**config.mk**
```make
export PLATFORM = sky130hd
export DESIGN_NAME = mem_port_arbiter
export DESIGN_NICKNAME = d
export VERILOG_FILES = /design/src/rtl/mem_port_arbiter.sv
export SDC_FILE = /design/constraint.sdc
export NUM_CORES = 1
export LEC_CHECK = 0
export BUFFER_PORTS_ARGS = -buffer_cell sky130_fd_sc_hd__buf_2
export CAP_MARGIN = 10
export CORE_ASPECT_RATIO = 1.25
export CORE_MARGIN = 8
export CORE_UTILIZATION = 47
export DETAILED_ROUTE_END_ITERATION = 8
export PLACE_DENSITY = 0.88
export SLEW_MARGIN = 30
export SYNTH_ARGS = -nofsm -noshare
export SYNTH_HDL_FRONTEND = slang
export SYNTH_SLANG_ARGS = --single-unit
```
**constraint.sdc**
```tcl
create_clock -name clk -period 6 [get_ports clk]
set_input_delay 0.3 -clock clk [delete_from_list [all_inputs] [get_ports clk]]
set_output_delay 0.3 -clock clk [all_outputs]
set_load 0.1 [all_outputs]
```
**src/rtl/mem_port_arbiter.sv**
```systemverilog
// Arbitrates one shared memory port between an instruction fetch and a load/store requester.
// Conflicts alternate priority; each access ends with a one-cycle ok pulse.
module mem_port_arbiter #(
  parameter int TIMEOUT = 255
) (
  input  logic        clk,
  input  logic        rst,

  input  logic        inst_req,
  input  logic [31:0] inst_addr,
  output logic        inst_ok,
  output logic [31:0] inst_rdata,

  input  logic        data_req,
  input  logic [3:0]  data_wen,
  input  logic [31:0] data_addr,
  input  logic [31:0] data_wdata,
  output logic        data_ok,
  output logic [31:0] data_rdata,

  output logic        mem_req,
  output logic [3:0]  mem_wen,
  output logic [31:0] mem_addr,
  output logic [31:0] mem_wdata,
  input  logic [31:0] mem_rdata,
  input  logic        mem_ok,

  output logic        stall,
  output logic        err_timeout
);

  localparam int CntW = (TIMEOUT < 1) ? 1 : $clog2(TIMEOUT + 1);
  localparam logic [CntW-1:0] TimeoutVal = CntW'(TIMEOUT);

  typedef enum logic [1:0] {IDLE, INST, DATA, RESP} stateT;
  typedef enum logic {GrantInst, GrantData} grantT;

  stateT           state;
  grantT           lastGrant;
  logic [CntW-1:0] waitCnt;
  logic            pickData;

  // Data wins a conflict unless it was the most recent grant.
  assign pickData = data_req && (!inst_req || lastGrant == GrantInst);

  assign stall = (inst_req & ~inst_ok) | (data_req & ~data_ok);

  // NOTE: every register here uses non-blocking assignment so all state sees
  // pre-edge values; blocking would make the result depend on statement order.
  always_ff @(posedge clk or posedge rst) begin
    if (rst) begin
      // NOTE: the datapath registers are reset too, since their values are
      // visible on the ports and must read zero while rst is high.
      state       <= IDLE;
      lastGrant   <= GrantInst;
      waitCnt     <= '0;
      mem_req     <= 1'b0;
      mem_wen     <= '0;
      mem_addr    <= '0;
      mem_wdata   <= '0;
      inst_ok     <= 1'b0;
      data_ok     <= 1'b0;
      inst_rdata  <= '0;
      data_rdata  <= '0;
      err_timeout <= 1'b0;
    end else begin
      inst_ok <= 1'b0;
      data_ok <= 1'b0;
      case (state)
        IDLE: begin
          if (pickData) begin
            state     <= DATA;
            lastGrant <= GrantData;
            waitCnt   <= '0;
            mem_req   <= 1'b1;
            mem_addr  <= data_addr;
            mem_wen   <= data_wen;
            mem_wdata <= data_wdata;
          end else if (inst_req) begin
            state     <= INST;
            lastGrant <= GrantInst;
            waitCnt   <= '0;
            mem_req   <= 1'b1;
            mem_addr  <= inst_addr;
            mem_wen   <= 4'b0000;
            mem_wdata <= '0;
          end
        end
        INST, DATA: begin
          if (mem_ok) begin
            mem_req <= 1'b0;
            state   <= RESP;
            if (state == INST) begin
              inst_rdata <= mem_rdata;
              inst_ok    <= 1'b1;
            end else begin
              data_ok <= 1'b1;
              if (mem_wen == 4'b0000) data_rdata <= mem_rdata;
            end
          end else if (waitCnt != TimeoutVal) begin
            // Timeout only flags; the access keeps waiting for mem_ok.
            waitCnt <= waitCnt + CntW'(1);
            if (waitCnt + CntW'(1) == TimeoutVal) err_timeout <= 1'b1;
          end
        end
        RESP:    state <= IDLE;
        default: state <= IDLE;
      endcase
    end
  end

endmodule

```
==> results of run 1 <==
-- sequential cells by signal (all words and copies together), names as in the netlist, 2 cells and up --
name        cells
data_rdata     32
inst_rdata     32
mem_addr       32
mem_wdata      32
mem_wen         4
state           2
waitCnt         8
-- critical path: cells and delay by family, from the launching register on --
kind | cells | cell delay, ps
buffers and inverters | 1 | 70
adders and majority gates | 1 | 580
AOI/OAI and AO/OA | 3 | 860
and+or+nand+nor | 1 | 300
DFF | 1 | 370
-- cell type report --
type,instances,share of cell area (%)
antenna,1,0.03047
sequential,147,44.80
clock inverter,14,2.179
tap,168,2.560
inverter,9,0.4723
clock buffer,18,5.226
timing repair buffer,281,17.80
multi-input combinational,276,26.94
-- layer usage --
layer	wire length, um	up-vias	global-route usage, %
li1	-	2209	-
met1	6450	2311	21.98
met2	8804	187	34.96
met3	1306	36	7.191
met4	455	0	8.419
met5	0	-	0
-- metrics by stage --
stage	hold WS (ps)	cells
floorplan	432.6	461
global placement	425.1	878
detailed placement	420.4	880
CTS	89.74	913
global route	88.65	914
finish	106.7	914
-- cell families (layout without fill, tap and decap cells) --
kind of cell / Yosys count / after routing / synth area share (%)
xor+xnor: 2 / 2 / 0.2898
buf+inv: 38 / 322 / 2.856
compound gates: 101 / 101 / 11.71
flops: 147 / 147 / 60.84
fa+ha+maj: 5 / 5 / 1.035
simple gates: 71 / 71 / 5.877
other cells: 0 / 1 / 0
mux: 97 / 97 / 17.38
-- path summary, 6_finish.rpt --
check	end	slack (ps)
max in group asynchronous	mem_addr[18]$_DFFE_PP0P_	4240
min in group asynchronous	inst_rdata[10]$_DFFE_PP0P_	520
worst min register to register	err_timeout$_DFFE_PP0P_	460
worst min-delay path	mem_wdata[25]$_DFFE_PP0P_	110
worst max register to register	waitCnt[4]$_DFFE_PP0P_	3700
worst max-delay path	waitCnt[4]$_DFFE_PP0P_	3700
-- placed cells by master (no fill, tap or decap), drive strengths merged, types with 4 or more instances in the layout --
master	instances
a211o	4
a21oi	4
a22o	37
and3	4
buf	280
clkbuf	18
clkinv	5
dfrtp	147
ha	5
inv	12
mux2	64
mux2i	33
nand2	39
nand3	5
nor3	4
o21ai	40
==> flow_metrics.env, run 1 <==
export IMPL_grt_pass1_wl_um=26680
export IMPL_drive_gt1_share_pct=51.41
export IMPL_via_per_inst=5.189
export IMPL_hold_start="data_wdata[25]"
export IMPL_gr_total_overflow=0
export IMPL_utilization_pct=65.15
export IMPL_antenna_found_initial=1
export IMPL_crit_path_cell_trace="inv_1, ha_1, nor2b_1, o21a_1, o21ai_1, a221o_2"
export IMPL_r2r_start="state[0]$_DFFE_PP0P_"
export IMPL_syn_avg_cell_area_um2=13.11
export IMPL_layout_setup_ws_ps=3699
export IMPL_drc_errors=0
export IMPL_cp_arrival_ps=2590
export IMPL_drtAntennaViolNets=0
export IMPL_postCtsResizedCells=0
export IMPL_vias=4743
export IMPL_dr_pass1_iters=4
export IMPL_cts_inserted_buffers=17
export IMPL_grt_pass1_vias=5165
export IMPL_die_area_um2=16770
export IMPL_synth_ff_type="dfrtp_1"
export IMPL_worstMarginPinSlew_ps=986.0
export IMPL_finalHoldViolations=0
export IMPL_syn_nets=603
export IMPL_rr_worst_depth=6
export IMPL_yosysSeqAreaShare_pct=60.84
export IMPL_grt_max_degree=69
export IMPL_design_area_um2=8212
export IMPL_die_w_um=117.4
export IMPL_max_cap_violations=0
export IMPL_slew_headroom_pct=34.13
export IMPL_timing_fmax_mhz=434.7
export IMPL_skew_ps=10.13
export IMPL_tns_ps=0
export IMPL_synth_area_top_cells="dfrtp_1, mux2_2, mux2i_1"
export IMPL_num_fill_cells=960
export IMPL_cts_sinks=147
export IMPL_track_usage_pct=20.14
export IMPL_critPathLaunch="state[0]$_DFFE_PP0P_"
export IMPL_clkTransAtPathRegs_ps=60
export IMPL_rsz0062_at_grt="no"
export IMPL_crit_required_ps=6290
export IMPL_final_nets=874
export IMPL_crit_path_max_fanout=14
export IMPL_hpwl_um=12960
export IMPL_rows=46
export IMPL_syn_area_um2=6046
export IMPL_yosys_area_top_type="dfrtp_1"
export IMPL_startpoint_type="register"
export IMPL_place_ws_ps=3776
export IMPL_netlist_top_cells_count="dfrtp_1, mux2_2, nand2_1, o21ai_0, a22o_1"
export IMPL_crit_slowest_cell="ha_1"
export IMPL_die_h_um=142.8
export IMPL_critPathKind="register to register"
export IMPL_holdCritPathClass="input pin to register"
export IMPL_area_growth_pct=35.82
export IMPL_drv_slew=0
export IMPL_ys_ff_latch=147
export IMPL_outcome="complete, no violations"
export IMPL_placement_io_buffers=273
export IMPL_drt_total_wl_um=17020
export IMPL_drtIter0Drc=252
export IMPL_synth_top_area_share_pct=60.84
export IMPL_clock_latency_ps=410
export IMPL_coreArea_um2=12600
export IMPL_io_pins=274
export IMPL_critical_path_max_stage_delay_ps=580
export IMPL_synth_cells=461
export IMPL_holdBufCountCts=1
export IMPL_synth_warning_count=0
export IMPL_ys_types=43
export IMPL_multiInputGateArea_um2=2212
export IMPL_synth_edf_count=0
export IMPL_hold_path_cell_count=2
export IMPL_clock_root_buffer="clkbuf_16"
export IMPL_htreeDepth=4
export IMPL_end_kind="register"
export IMPL_avgRoutedWirePerCell_um=18.62
export IMPL_cts_buffer_depth=2
export IMPL_post_cts_buffers=0
export IMPL_gp_congestion=0.8401
export IMPL_yosysMostFrequentCell="dfrtp_1"
export IMPL_tritoncts="done"
export IMPL_fin_crit_sh_pct=38.35
export IMPL_regArea_um2=3679
export IMPL_min_period_ps=2301
export IMPL_dpl_instance_area_um2=7585
export IMPL_setup_viol=0
export IMPL_ys_async_sr_fraction_pct=100.0
export IMPL_start_util_pct=47.97
Power of run 1 is not shown: default switching activity piles up to over one toggle a cycle in this logic, so the estimate is an artifact.
==> run 2, diff against run 1 <==
CORE_UTILIZATION = 42   (was 47)
PLACE_DENSITY = 0.84   (was 0.88)
clock period = 1.9 ns   (was 6 ns; I/O delays follow)
==> flow_metrics.env, run 2 (synthesis results as in run 1) <==
export IMPL_timing_fmax_mhz=527.9
export IMPL_layout_setup_ws_ps=5.624
export IMPL_worstMarginPinSlew_ps=648.6
export IMPL_final_nets=1003
export IMPL_mostFrequentLayoutCells="buf_2, dfrtp_1, dlygate4sd3_1"
export IMPL_cts_sinks=147
export IMPL_io_pins=274
export IMPL_drv_slew=0
export IMPL_htreeDepth=4
export IMPL_r2r_start="state[1]$_DFFE_PP0P_"
export IMPL_cts_inserted_buffers=17
export IMPL_outcome="complete, no violations"
export IMPL_clock_latency_ps=410
export IMPL_crit_path_cell_trace="inv_2, ha_4, nand2b_4, or4b_4, and3_4, a211o_1"
export IMPL_grt_max_degree=96
export IMPL_rows=49
export IMPL_drt_total_wl_um=20300
export IMPL_vias=5435
export IMPL_gr_total_overflow=0
export IMPL_dpl_cell_count=903
export IMPL_critPathLaunch="state[1]$_DFFE_PP0P_"
export IMPL_fin_crit_sh_pct=99.70
export IMPL_finalHoldViolations=0
export IMPL_fin_cells=1054
export IMPL_die_area_um2=18510
export IMPL_drive_gt1_share_pct=46.91
export IMPL_die_h_um=150.1
export IMPL_end_kind="register"
export IMPL_critical_path_max_stage_delay_ps=510
export IMPL_drc_errors=0
export IMPL_dr_pass1_iters=4
export IMPL_track_usage_pct=21.55
export IMPL_place_ws_ps=-75.06
export IMPL_crit_slowest_cell="or4b_4"
export IMPL_skew_ps=10.03
export IMPL_rsz0062_at_grt="yes"
export IMPL_holdCritPathClass="input pin to register"
export IMPL_max_cap_violations=0
export IMPL_tritoncts="done"
export IMPL_crit_path_max_fanout=4
export IMPL_critPathTopFamily="simple AND/OR/NAND/NOR gates"
export IMPL_num_fill_cells=1028
export IMPL_placement_io_buffers=273
export IMPL_coreArea_um2=14220
export IMPL_setup_viol=0
export IMPL_via_per_inst=5.157
export IMPL_critPathKind="register to register"
export IMPL_start_util_pct=42.51
export IMPL_grt_pass1_wl_um=31170
export IMPL_clock_root_buffer="clkbuf_16"
export IMPL_final_common_cell="buf_2"
export IMPL_gp_congestion=0.8462
export IMPL_hpwl_um=12700
export IMPL_min_period_ps=1894
export IMPL_avgRoutedWirePerCell_um=19.26
export IMPL_crit_required_ps=2190
export IMPL_startpoint_type="register"
export IMPL_cp_arrival_ps=2180
export IMPL_drtAntennaViolNets=0
export IMPL_drtIter0Drc=300
export IMPL_grt_pass1_vias=6007
export IMPL_hold_start="data_addr[19]"
export IMPL_cts_buffer_depth=2
export IMPL_area_growth_pct=58.59
export IMPL_utilization_pct=67.41
export IMPL_antenna_found_initial=1
export IMPL_die_w_um=123.3
export IMPL_slew_headroom_pct=56.76
export IMPL_critical_path_buf_inv_count=1
export IMPL_clkTransAtPathRegs_ps=60
==> run 2: metrics by stage <==
| step | TNS (ps) | cell area, um^2 | hold WS, ps |
|---|---|---|---|
| final | 0 | 9588 | 3.983 |
| after global routing | -22.53 | 9585 | 16.89 |
| after CTS | 0 | 9518 | 0.1438 |
| after detailed placement | -110.2 | 7755 | 295.3 |
| after global placement | 0 | 7755 | 287.7 |
| after floorplan | -6676 | 6056 | 227.6 |
==> run 2: final timing paths <==
kind,end,slack [ps],cells past startpoint
worst max register to register,waitCnt[6]$_DFFE_PP0P_,6,6
max in group asynchronous,waitCnt[7]$_DFFE_PP0P_,970,4
worst max-delay path,waitCnt[6]$_DFFE_PP0P_,6,6
worst min-delay path,mem_addr[19]$_DFFE_PP0P_,4,3
worst min register to register,err_timeout$_DFFE_PP0P_,460,2
min in group asynchronous,data_rdata[24]$_DFFE_PP0P_,360,4
==> run 2: metal layers <==
layer	routed length, um	track usage, %	share of wire (%)	up-vias
met5	0	0	0	-
met4	665	10.20	3.3	0
met3	1543	7.280	7.6	56
met2	10970	38.39	54	207
met1	7120	22.09	35	2706
li1	-	-	-	2466
==> run 2: worst register-to-register path, cell delays in order, from the launching register on <==
cell and delay, ps:
dfrtp_1 380, inv_2 70, ha_4 300, nand2b_4 60, or4b_4 510, and3_4 200
a211o_1 250
==> run 2: repair_timing <==
action | 4_1_cts | 5_1_grt
resized for setup | 3 | 12
setup buffers | 1 | 0
hold buffers | 115 | 0
pin swaps | 1 | 1
gates cloned | 0 | 1
endpoints found under the setup margin | 4 | 15
hold endpoints to repair | 272 | 0
==> run 2: layout make-up <==
cell class	count	area (um^2)	area share (%)
tap	178	222.7	2.323
inverter	9	37.54	0.3915
multi-input combinational	276	2265	23.62
clock inverter	13	148.9	1.553
sequential	147	3679	38.37
clock buffer	19	442.9	4.620
timing repair buffer	410	2788	29.07
antenna	2	5.005	0.05220
Power of run 2 is left out for the same reason.
==> run 3, diff against run 2 <==
ABC_AREA = 1   (was not set)
CORE_UTILIZATION = 43   (was 42)
==> flow_metrics.env, run 3 <==
export IMPL_start_util_pct=43.46
export IMPL_synth_ff_type="dfrtp_1"
export IMPL_final_common_cell="buf_2"
export IMPL_gp_congestion=0.8510
export IMPL_crit_path_cell_trace="inv_1, ha_4, nand2_2, nor2_4, nand3_2, nor3_4, buf_12, clkbuf_16, nand2_1, o21ai_2"
export IMPL_yosys_area_top_type="dfrtp_1"
export IMPL_final_nets=1292
export IMPL_critical_path_max_stage_delay_ps=360
export IMPL_crit_required_ps=2240
export IMPL_startpoint_type="register"
export IMPL_rows=50
export IMPL_crit_path_max_fanout=8
export IMPL_clock_root_buffer="clkbuf_16"
export IMPL_die_w_um=125.3
export IMPL_vias=6932
export IMPL_antenna_found_initial=3
export IMPL_cts_buffer_depth=2
export IMPL_outcome="complete, but fails checks"
export IMPL_finalHoldViolations=0
export IMPL_avgRoutedWirePerCell_um=17.91
export IMPL_yosysSeqAreaShare_pct=57.33
export IMPL_skew_ps=9.149
export IMPL_synth_cells=742
export IMPL_slew_headroom_pct=65.26
export IMPL_critPathKind="register to register"
export IMPL_htreeDepth=4
export IMPL_syn_area_um2=6416
export IMPL_end_kind="register"
export IMPL_tritoncts="done"
export IMPL_placement_io_buffers=273
export IMPL_io_pins=274
export IMPL_cts_inserted_buffers=17
export IMPL_setup_viol=0
export IMPL_ys_ff_latch=147
export IMPL_cp_arrival_ps=2130
export IMPL_timing_fmax_mhz=559.1
export IMPL_drt_total_wl_um=24150
export IMPL_clock_latency_ps=420
export IMPL_drtIter0Drc=509
export IMPL_worstMarginPinSlew_ps=524.7
export IMPL_synth_top_area_share_pct=57.33
export IMPL_drv_slew=0
export IMPL_cts_sinks=147
export IMPL_violations="design-rule violations"
export IMPL_syn_avg_cell_area_um2=8.647
export IMPL_crit_slowest_cell="dfrtp_1"
export IMPL_drc_errors=1
export IMPL_gr_total_overflow=0
export IMPL_mostFrequentLayoutCells="buf_2, nand2_1, dfrtp_1"
export IMPL_drive_gt1_share_pct=31.47
export IMPL_die_area_um2=19110
export IMPL_die_h_um=152.6
export IMPL_area_growth_pct=57.55
export IMPL_track_usage_pct=24.64
export IMPL_synth_warning_count=0
export IMPL_yosysMostFrequentCell="nand2_1"
export IMPL_synth_edf_count=0
export IMPL_max_cap_violations=0
export IMPL_syn_nets=884
export IMPL_min_period_ps=1789
export IMPL_ys_async_sr_fraction_pct=100.0
export IMPL_coreArea_um2=14760
export IMPL_netlist_top_cells_count="nand2_1, dfrtp_1, inv_1, nor2_1, nand3_1"
export IMPL_dr_pass1_iters=8
export IMPL_synth_area_top_cells="dfrtp_1, nand2_1, inv_1"
export IMPL_whs_ps=262.1
export IMPL_holdCritPathClass="input pin to register"
export IMPL_ys_types=25
export IMPL_grt_max_degree=102
export IMPL_via_per_inst=5.142
export IMPL_grt_pass1_wl_um=37640
export IMPL_drtAntennaViolNets=0
export IMPL_clkTransAtPathRegs_ps=60
export IMPL_grt_pass1_vias=7415
export IMPL_fin_crit_sh_pct=94.14
export IMPL_hpwl_um=13730
-- run 3: logic make-up (layout without fill, tap and decap cells) --
group / count (synthesis) / in the layout / share of synthesized area, %
buffers and inverters: 128 / 549 / 8.463
and+or+nand+nor: 348 / 348 / 21.76
xor gates and xnor gates: 1 / 1 / 0.1365
other: 0 / 3 / 0
AOI/OAI and AO/OA: 113 / 113 / 11.33
adders and majority gates: 5 / 5 / 0.9750
DFF: 147 / 147 / 57.33
-- run 3: final cells by class --
class	instances	area [um^2]
clock inverters	10	143.9
diodes	3	7.507
clock buffers	22	494.2
repair buffers	428	2994
fillers	1043	4656
inverters	89	337.8
multi-input cells	467	2225
well taps	182	227.7
flip-flops and latches	147	3679
-- run 3: worst paths after layout --
kind	cells after the start	slack, ps	to	from
setup / recovery	10	110	data_rdata[1]$_DFFE_PP0P_	state[0]$_DFFE_PP0P_
hold / removal	6	260	mem_req$_DFFE_PP0P_	inst_req
setup reg to reg	10	110	data_rdata[1]$_DFFE_PP0P_	state[0]$_DFFE_PP0P_
hold reg to reg	2	470	err_timeout$_DFFE_PP0P_	err_timeout$_DFFE_PP0P_
max in group asynchronous	4	1160	inst_ok$_DFF_PP0_	rst
min in group asynchronous	4	400	data_rdata[10]$_DFFE_PP0P_	rst
-- run 3: critical path: cells and delay by family (launching register included) --
| kind | cells | cell delay (ps) |
|---|---|---|
| simple gates | 5 | 580 |
| compound gates | 1 | 80 |
| fa+ha+maj | 1 | 280 |
| buf+inv | 3 | 420 |
| flops | 1 | 360 |
-- run 3: stage by stage --
stage	setup TNS [ps]	setup slack [ps]	cells	area [um^2]	util, %
after global routing	-5.316	-5.316	1348	10110	68.47
after detailed placement	0	99.71	1174	8005	54.22
after global placement	0	185.3	1174	8005	54.22
final	0	111.4	1348	10110	68.47
after floorplan	-6175	-42.01	742	6426	-
after CTS	0	104.3	1340	9985	67.63
-- run 3: timing repair --
| item | in CTS | in global routing |
|---|---|---|
| hold endpoints to repair | 280 | 0 |
| endpoints found under the setup margin | 0 | 32 |
| hold buffers | 134 | 0 |
| gates resized for setup | 0 | 7 |
| buffers inserted | 0 | 1 |
-- run 3: layer usage --
metal  global-route usage (%)  vias up  share of wire (%)
met5                        0        -                  0
met4                    17.03        0                5.8
met3                    8.088      124                7.9
met2                    41.66      418                 51
met1                    25.49     3239                 35
li1                         -     3151                  -
Power of run 3 is left out for the same reason.
